[src/rtl/knn_dist_engine_pkg.sv]
// Shared types and defaults for the k-NN distance engine: widths and the run-control state encoding.
package knn_dist_engine_pkg;

    localparam int COORD_W_DEF = 16;
    localparam int DATA_W_DEF  = 32;
    localparam int LABEL_W_DEF = 8;
    localparam int CNT_W_DEF   = 16;

    typedef enum logic [1:0] {
        ST_IDLE  = 2'd0,
        ST_RUN   = 2'd1,
        ST_FLUSH = 2'd2,
        ST_DONE  = 2'd3
    } state_e;

    function automatic logic is_busy(input state_e s);
        return (s == ST_RUN) || (s == ST_FLUSH);
    endfunction

endpackage

[src/rtl/knn_dist_engine_if.sv]
// Training-point stream into the distance engine: valid/ready handshake plus point and label.
interface knn_dist_engine_if
    import knn_dist_engine_pkg::*;
#(
    parameter int COORD_W = COORD_W_DEF,
    parameter int LABEL_W = LABEL_W_DEF
) ();

    logic                      train_valid;
    logic                      train_ready;
    logic signed [COORD_W-1:0] train_x;
    logic signed [COORD_W-1:0] train_y;
    logic [LABEL_W-1:0]        train_label;

    modport master (
        output train_valid,
        output train_x,
        output train_y,
        output train_label,
        input  train_ready
    );

    modport slave (
        input  train_valid,
        input  train_x,
        input  train_y,
        input  train_label,
        output train_ready
    );

endinterface

[src/rtl/knn_dist_engine_sqdiff.sv]
// Two-stage squared difference (a-b)^2: registered widened subtract, then registered square.
module knn_dist_engine_sqdiff #(
    parameter int COORD_W = 16
) (
    input  logic                      clk,
    input  logic                      rst,
    input  logic                      in_valid,
    input  logic signed [COORD_W-1:0] a,
    input  logic signed [COORD_W-1:0] b,
    output logic                      valid_s1,
    output logic                      valid_s2,
    output logic [2*COORD_W+1:0]      sq
);

    localparam int SQ_W = 2*COORD_W + 2;

    logic signed [COORD_W:0] diff_r;
    logic signed [SQ_W-1:0]  dext_s;
    logic signed [SQ_W-1:0]  prod_s;
    logic [SQ_W-1:0]         sq_r;
    logic                    v1_r;
    logic                    v2_r;

    // One extra bit on the difference keeps the full signed range; the square is non-negative.
    assign dext_s = SQ_W'(diff_r);
    assign prod_s = dext_s * dext_s;

    // Subtract stage
    always_ff @(posedge clk or posedge rst) begin
        if (rst) begin
            diff_r <= '0;
            v1_r   <= 1'b0;
        end else begin
            v1_r <= in_valid;
            if (in_valid) begin
                diff_r <= {a[COORD_W-1], a} - {b[COORD_W-1], b};
            end
        end
    end

    // Square stage
    always_ff @(posedge clk or posedge rst) begin
        if (rst) begin
            sq_r <= '0;
            v2_r <= 1'b0;
        end else begin
            v2_r <= v1_r;
            if (v1_r) begin
                sq_r <= $unsigned(prod_s);
            end
        end
    end

    assign valid_s1 = v1_r;
    assign valid_s2 = v2_r;
    assign sq       = sq_r;

endmodule

[src/rtl/knn_dist_engine.sv]
// k-NN producer: streams training points, computes saturated squared distance to a latched
// test point through a 3-stage pipeline and strobes each result toward the knn_list bank.
module knn_dist_engine
    import knn_dist_engine_pkg::*;
#(
    parameter int COORD_W = COORD_W_DEF,
    parameter int DATA_W  = DATA_W_DEF,
    parameter int LABEL_W = LABEL_W_DEF,
    parameter int CNT_W   = CNT_W_DEF
) (
    input  logic                      clk,
    input  logic                      rst,
    input  logic                      start,
    input  logic [CNT_W-1:0]          num_points,
    input  logic signed [COORD_W-1:0] test_x,
    input  logic signed [COORD_W-1:0] test_y,
    knn_dist_engine_if.slave          train,
    output logic                      en_list,
    output logic [DATA_W-1:0]         dist_entry,
    output logic [LABEL_W-1:0]        dist_label,
    output logic                      busy,
    output logic                      done
);

    localparam int SQ_W  = 2*COORD_W + 2;
    localparam int SUM_W = SQ_W + 1;

    state_e                    state_r;
    state_e                    state_s;
    logic [CNT_W-1:0]          num_r;
    logic [CNT_W-1:0]          accepted_r;
    logic signed [COORD_W-1:0] test_x_r;
    logic signed [COORD_W-1:0] test_y_r;
    logic [LABEL_W-1:0]        lab1_r;
    logic [LABEL_W-1:0]        lab2_r;

    logic                      ready_s;
    logic                      accept_s;
    logic                      last_accept_s;
    logic                      start_idle_s;
    logic                      vx1_s;
    logic                      vx2_s;
    logic                      vy1_s;
    logic                      vy2_s;
    logic                      s3_valid_s;
    logic                      pipe_busy_s;
    logic [SQ_W-1:0]           sqx_s;
    logic [SQ_W-1:0]           sqy_s;
    logic [SUM_W-1:0]          sum_s;

    function automatic logic [DATA_W-1:0] saturate(input logic [SUM_W-1:0] s);
        logic [DATA_W-1:0] res;
        if ((s >> DATA_W) != '0) begin
            res = {DATA_W{1'b1}};
        end else begin
            res = DATA_W'(s);
        end
        return res;
    endfunction

    // Ready depends only on state and count so the producer never sees a valid->ready loop.
    assign ready_s       = (state_r == ST_RUN) && (accepted_r < num_r);
    assign accept_s      = ready_s && train.train_valid;
    assign last_accept_s = accept_s && ((accepted_r + CNT_W'(1)) == num_r);
    assign start_idle_s  = start && (state_r == ST_IDLE);
    assign train.train_ready = ready_s;

    // Stages still ahead of the output register; once clear, the final strobe is in flight.
    assign pipe_busy_s = vx1_s | vx2_s | vy1_s | vy2_s;
    assign s3_valid_s  = vx2_s & vy2_s;
    assign sum_s       = {1'b0, sqx_s} + {1'b0, sqy_s};

    knn_dist_engine_sqdiff #(.COORD_W(COORD_W)) u_sqdiff_x (
        .clk      (clk),
        .rst      (rst),
        .in_valid (accept_s),
        .a        (train.train_x),
        .b        (test_x_r),
        .valid_s1 (vx1_s),
        .valid_s2 (vx2_s),
        .sq       (sqx_s)
    );

    knn_dist_engine_sqdiff #(.COORD_W(COORD_W)) u_sqdiff_y (
        .clk      (clk),
        .rst      (rst),
        .in_valid (accept_s),
        .a        (train.train_y),
        .b        (test_y_r),
        .valid_s1 (vy1_s),
        .valid_s2 (vy2_s),
        .sq       (sqy_s)
    );

    // Next-state logic
    always_comb begin
        state_s = state_r;
        case (state_r)
            ST_IDLE: begin
                if (start) begin
                    state_s = (num_points == {CNT_W{1'b0}}) ? ST_DONE : ST_RUN;
                end else begin
                    state_s = ST_IDLE;
                end
            end
            ST_RUN: begin
                if (last_accept_s) begin
                    state_s = ST_FLUSH;
                end else begin
                    state_s = ST_RUN;
                end
            end
            ST_FLUSH: begin
                if (!pipe_busy_s) begin
                    state_s = ST_DONE;
                end else begin
                    state_s = ST_FLUSH;
                end
            end
            ST_DONE: state_s = ST_IDLE;
            default: state_s = ST_IDLE;
        endcase
    end

    // State register
    always_ff @(posedge clk or posedge rst) begin
        if (rst) begin
            state_r <= ST_IDLE;
        end else begin
            state_r <= state_s;
        end
    end

    // Run parameters are latched only from IDLE; a stray start mid-run leaves them untouched.
    always_ff @(posedge clk or posedge rst) begin
        if (rst) begin
            num_r      <= {CNT_W{1'b0}};
            accepted_r <= {CNT_W{1'b0}};
            test_x_r   <= '0;
            test_y_r   <= '0;
        end else if (start_idle_s) begin
            num_r      <= num_points;
            accepted_r <= {CNT_W{1'b0}};
            test_x_r   <= test_x;
            test_y_r   <= test_y;
        end else if (accept_s) begin
            accepted_r <= accepted_r + CNT_W'(1);
        end
    end

    // Label pipe tracking the two sqdiff stages
    always_ff @(posedge clk or posedge rst) begin
        if (rst) begin
            lab1_r <= {LABEL_W{1'b0}};
            lab2_r <= {LABEL_W{1'b0}};
        end else begin
            if (accept_s) begin
                lab1_r <= train.train_label;
            end
            if (vx1_s) begin
                lab2_r <= lab1_r;
            end
        end
    end

    // Sum/saturate stage; data holds its last value between strobes
    always_ff @(posedge clk or posedge rst) begin
        if (rst) begin
            en_list    <= 1'b0;
            dist_entry <= {DATA_W{1'b0}};
            dist_label <= {LABEL_W{1'b0}};
        end else begin
            en_list <= s3_valid_s;
            if (s3_valid_s) begin
                dist_entry <= saturate(sum_s);
                dist_label <= lab2_r;
            end
        end
    end

    // Status outputs registered from the next state so they line up with the state register
    always_ff @(posedge clk or posedge rst) begin
        if (rst) begin
            busy <= 1'b0;
            done <= 1'b0;
        end else begin
            busy <= is_busy(state_s);
            done <= (state_s == ST_DONE);
        end
    end

endmodule

[src/flat_wrapper.sv]
// flat-port wrapper written by rule: the top's interface ports become plain ports
module knn_dist_engine_flat import knn_dist_engine_pkg::*;
#(
    parameter int COORD_W = COORD_W_DEF,
    parameter int DATA_W  = DATA_W_DEF,
    parameter int LABEL_W = LABEL_W_DEF,
    parameter int CNT_W   = CNT_W_DEF
)
  (clk, rst, start, num_points, test_x, test_y, en_list, dist_entry, dist_label, busy, done, train_train_valid, train_train_x, train_train_y, train_train_label, train_train_ready);
  knn_dist_engine_if #(.COORD_W(COORD_W), .LABEL_W(LABEL_W)) train_i ();
  input  logic clk;
  input  logic rst;
  input  logic start;
  input  logic [CNT_W-1:0] num_points;
  input  logic signed [COORD_W-1:0] test_x;
  input  logic signed [COORD_W-1:0] test_y;
  output logic en_list;
  output logic [DATA_W-1:0] dist_entry;
  output logic [LABEL_W-1:0] dist_label;
  output logic busy;
  output logic done;
  input wire logic [$bits(train_i.train_valid)-1:0] train_train_valid;
  input wire logic [$bits(train_i.train_x)-1:0] train_train_x;
  input wire logic [$bits(train_i.train_y)-1:0] train_train_y;
  input wire logic [$bits(train_i.train_label)-1:0] train_train_label;
  output wire logic [$bits(train_i.train_ready)-1:0] train_train_ready;
  assign train_i.train_valid = train_train_valid;
  assign train_i.train_x = train_train_x;
  assign train_i.train_y = train_train_y;
  assign train_i.train_label = train_train_label;
  assign train_train_ready = train_i.train_ready;
  knn_dist_engine #(.COORD_W(COORD_W), .DATA_W(DATA_W), .LABEL_W(LABEL_W), .CNT_W(CNT_W)) u_core (.clk(clk), .rst(rst), .start(start), .num_points(num_points), .test_x(test_x), .test_y(test_y), .train(train_i), .en_list(en_list), .dist_entry(dist_entry), .dist_label(dist_label), .busy(busy), .done(done));
endmodule
[config.mk]
export PLATFORM = sky130hd
export DESIGN_NAME = knn_dist_engine_flat
export DESIGN_NICKNAME = d
export VERILOG_FILES = /design/src/rtl/knn_dist_engine_pkg.sv /design/src/rtl/knn_dist_engine_if.sv /design/src/rtl/knn_dist_engine_sqdiff.sv /design/src/rtl/knn_dist_engine.sv /design/src/flat_wrapper.sv
export SDC_FILE = /design/constraint.sdc
export NUM_CORES = 2
export LEC_CHECK = 0
export ABC_AREA = 1
export BUFFER_PORTS_ARGS = -buffer_cell sky130_fd_sc_hd__buf_2
export CORE_MARGIN = 5
export CORE_UTILIZATION = 50
export CTS_BUF_LIST = sky130_fd_sc_hd__clkbuf_8
export CTS_CLUSTER_SIZE = 12
export DETAILED_ROUTE_END_ITERATION = 10
export PLACE_DENSITY_LB_ADDON = 0.3
export SYNTH_ARGS = -nofsm -noshare
export SYNTH_HDL_FRONTEND = slang
export SYNTH_SLANG_ARGS = --single-unit
[constraint.sdc]
create_clock -name clk -period 8.25 [get_ports clk]
set_input_delay 1.65 -clock clk [delete_from_list [all_inputs] [get_ports clk]]
set_output_delay 1.65 -clock clk [all_outputs]
set_load 0.02 [all_outputs]
==> reports/metrics.csv <==
stage,metric,value,unit
cells_and_area,fill cell count,6556,
sta,Tmin final,6453,ps
critical_path,CP Max Fanout,24,
clocking,H-tree levels,2,
sta,skew final,49.65,ps
floorplan,Rows,96,
synthesis,Avg Inst Size Synth,7.919,sq um
synthesis,Mapped Nets,5255,
synthesis,Post-synth EDFFs,0,
clocking,clk root buf,clkbuf_8,
drt,Remaining DRCs,0,
placement,Inst Count DP,5319,
min_path,hold path start,u_core.dist_label[2],
floorplan,Die H,272.8,um
critical_path,Worst setup SP type,register,
cells_and_area,design area,36890,sq um
clocking,Post-CTS Setup Repair Bufs,0,
flow_run,max-capacitance violation count,0,
critical_path,critical path data required time,8740,ps
global_route,largest net degree at the start of global routing,107,
clocking,cts repair resizes,0,
critical_path,crit path buf inv count,4,
sta,Final Hold Vio Count,0,
clocking,"CTS clk-pin slew, worst paths",60,ps
placement,Post-DP Area,35950,sq um
synthesis,post-synthesis register bit count,227,
clocking,TritonCTS buffer count,42,
cells_and_area,layout net count,5325,
drt,DR iter-0 viols,1737,
cells_and_area,count of non-filler cells in the finished layout,5397,
global_route,Total Routing Usage GR,22.97,%
sta,Final Slew Violations,0,
min_path,Hold/Removal Path Class,reg2reg,
floorplan,Initial Utilization,50.37,%
placement,hpwl dp,69.15,mm
status,status,"finished, final reports clean",
synthesis,Netlist cell types,54,
clocking,Clock Tree Buf Depth,3,
sta,setup violators final,0,
drt,wire per inst,15.29,um
sta,RSZ-0062 raised after global routing,false,
critical_path,Worst path max stage delay,910,ps
floorplan,Core Area,68590,sq um
global_route,GRT Residual Overflow,0,
cells_and_area,ANT cells,0,
floorplan,Die X-Extent,272.8,um
synthesis,Mapped Cells,4362,
cells_and_area,multi-input logic area,24250,sq um
critical_path,CP endpoint kind,register,
sta,Hold Worst Slack,469.5,ps
cells_and_area,layout cell share with drive strength beyond 1,8.083,%
critical_path,reg-to-reg startpoint,u_core.u_sqdiff_x.diff_r[16],
sta,worst slew pin tran,1177,ps
placement,number of buffers inserted by port buffering,135,
clocking,"Clk Latency, worst-skew pair",600,ps
sta,Slew HR,21.35,%
placement,RePlAce Congestion,0.9414,
critical_path,CP Cell Sequence,"nand2_1, inv_1, fa_1, fa_1, fa_1, fa_1, fa_1, inv_1, fa_1, inv_1, ha_1, nand2_1, nor2_1, inv_1, nor3_1, o21ai_0, nand3_1, nand2_1, nand3_1, nand2_1",
critical_path,Critical Path Most Common Cell,fa_1,
sta,FMAX,155.0,MHz
synthesis,"Seq/Total Area, Yosys",16.44,%
clocking,CTS Hold Bufs,0,
sta,setup tns final,0,ps
clocking,clock sinks,227,
cells_and_area,register area,5683,sq um
floorplan,Top-Level Pins,136,
critical_path,Critical Path Slowest Stage Cell,dfrtp_1,
critical_path,Crit path max-delay family,adder cells,
drt,Pre-antenna DRT Iters,5,
synthesis,Async SR Flop Fraction,100.0,%
floorplan,die area,74440,sq um
clocking,CTS tree,built,
critical_path,CP Class,reg2reg,
sta,Final period util,78.21,%
critical_path,Critical path origin,u_core.u_sqdiff_x.diff_r[16],
critical_path,critical path data arrival time,6940,ps
synthesis,synthesized cell area,34540,sq um
global_route,initial antenna violation count,3,
drt,DR vias/cell,4.977,
drt,DR vias,26861,
synthesis,synth warn,0,
global_route,first-pass GRT wire length,140.2,mm
synthesis,"Top FF cell, synth",dfrtp_1,
drt,Final ANT Viol Nets,0,
global_route,vias in the first global route,27842,
cells_and_area,Syn-to-layout area delta,6.795,%
drt,Routed WL,82.50,mm
## cell families after synthesis
logic type	count (synthesis)	synth area share, %
simple gates	1588	19.55
buf+inv	1209	13.43
fa+ha+maj	801	40.60
compound gates	426	7.041
flops	227	16.44
xor+xnor	111	2.937
## cell usage after synthesis (all sizes together) (33+ instances only)
| cell type | instances | area, sq um |
|---|---|---|
| o21ai | 163 | 815.8 |
| xor2 | 70 | 613.1 |
| fa | 533 | 10670 |
| ha | 268 | 3353 |
| dfrtp | 227 | 5680 |
| nor2 | 245 | 948.4 |
| inv | 1085 | 4073 |
| or2 | 49 | 306.5 |
| clkbuf | 95 | 366.6 |
| nand3 | 172 | 1036 |
| xnor2 | 38 | 332.8 |
| o21bai | 33 | 247.7 |
| a21oi | 143 | 730.7 |
| nand2 | 1045 | 3980 |
## registers in the layout, indices dropped and copies added (netlist names), 2 cells and up
signal	cells
u_core.u_sqdiff_x.sq	33
u_core.u_sqdiff_y.sq	33
u_core.dist_entry	32
u_core.u_sqdiff_x.diff_r	17
u_core.u_sqdiff_y.diff_r	17
u_core.accepted_r	16
u_core.num_r	16
u_core.test_x_r	16
u_core.test_y_r	16
u_core.dist_label	8
u_core.lab1_r	8
u_core.lab2_r	8
u_core.state_r	2
## tightest hold or removal path: stages, from the launching register on
cell and delay (ps):
dfrtp_1 340, nand2_1 50, nand2_1 50
## placed cells by master (no fill, tap or decap), types with 4 or more instances in the layout
| master | n |
|---|---|
| nand3_2 | 35 |
| xor2_1 | 70 |
| o21ai_0 | 157 |
| nor3_1 | 27 |
| ha_1 | 268 |
| o21ai_1 | 6 |
| clkinv_2 | 5 |
| o21bai_1 | 33 |
| nor4_1 | 8 |
| buf_2 | 135 |
| nand2_1 | 1026 |
| dfrtp_1 | 225 |
| inv_2 | 17 |
| nand2_2 | 17 |
| o21a_1 | 6 |
| nor2_1 | 237 |
| inv_1 | 1078 |
| or2_2 | 49 |
| a31o_2 | 7 |
| a31oi_1 | 19 |
| nand3b_1 | 4 |
| o31ai_1 | 6 |
| a21o_1 | 15 |
| nand4_1 | 32 |
| a21oi_1 | 139 |
| nor2_2 | 5 |
| o22ai_1 | 10 |
| buf_4 | 13 |
| clkbuf_8 | 53 |
| nand3_1 | 137 |
| a21boi_0 | 12 |
| fa_1 | 533 |
| xnor2_1 | 38 |
## routing by layer
metal | track usage, % | wire (um) | share of wire [%] | up-vias
li1 | - | - | - | 13187
met1 | 32.82 | 38410 | 47 | 12914
met2 | 37.45 | 37790 | 46 | 632
met3 | 3.082 | 4087 | 5.0 | 124
met4 | 5.644 | 2183 | 2.6 | 4
met5 | 0 | 27 | 0.033 | -
## stage by stage
| stage | utilization [%] | setup WS (ps) |
|---|---|---|
| 5_1_grt | 53.79 | 1350 |
| 6_report | 53.79 | 1797 |
| 4_1_cts | 53.79 | 1769 |
| 3_3_place_gp | 52.42 | 1877 |
| 3_5_place_dp | 52.42 | 1783 |
| 2_1_floorplan | - | 380.5 |
## path summary, 6_finish.rpt
path | cells past startpoint | endpoint | slack, ps
max | 20 | u_core.u_sqdiff_x.sq[30] | 1800
min reg2reg | 2 | u_core.dist_label[2] | 470
min in group asynchronous | 2 | u_core.num_r[14] | 1180
max reg2reg | 20 | u_core.u_sqdiff_x.sq[30] | 1800
max in group asynchronous | 3 | u_core.lab2_r[7] | 5610
min | 2 | u_core.dist_label[2] | 470
## final cells by class
class | instances | area share (%)
clock buffers | 53 | 1.977
inverters | 1087 | 11.08
clock inverters | 25 | 0.5630
multi-input cells | 2926 | 65.72
repair buffers | 148 | 2.096
well taps | 931 | 3.158
flip-flops and latches | 227 | 15.40
Power is not shown: default switching activity piles up to over one toggle a cycle in this logic, so the estimate is an artifact.
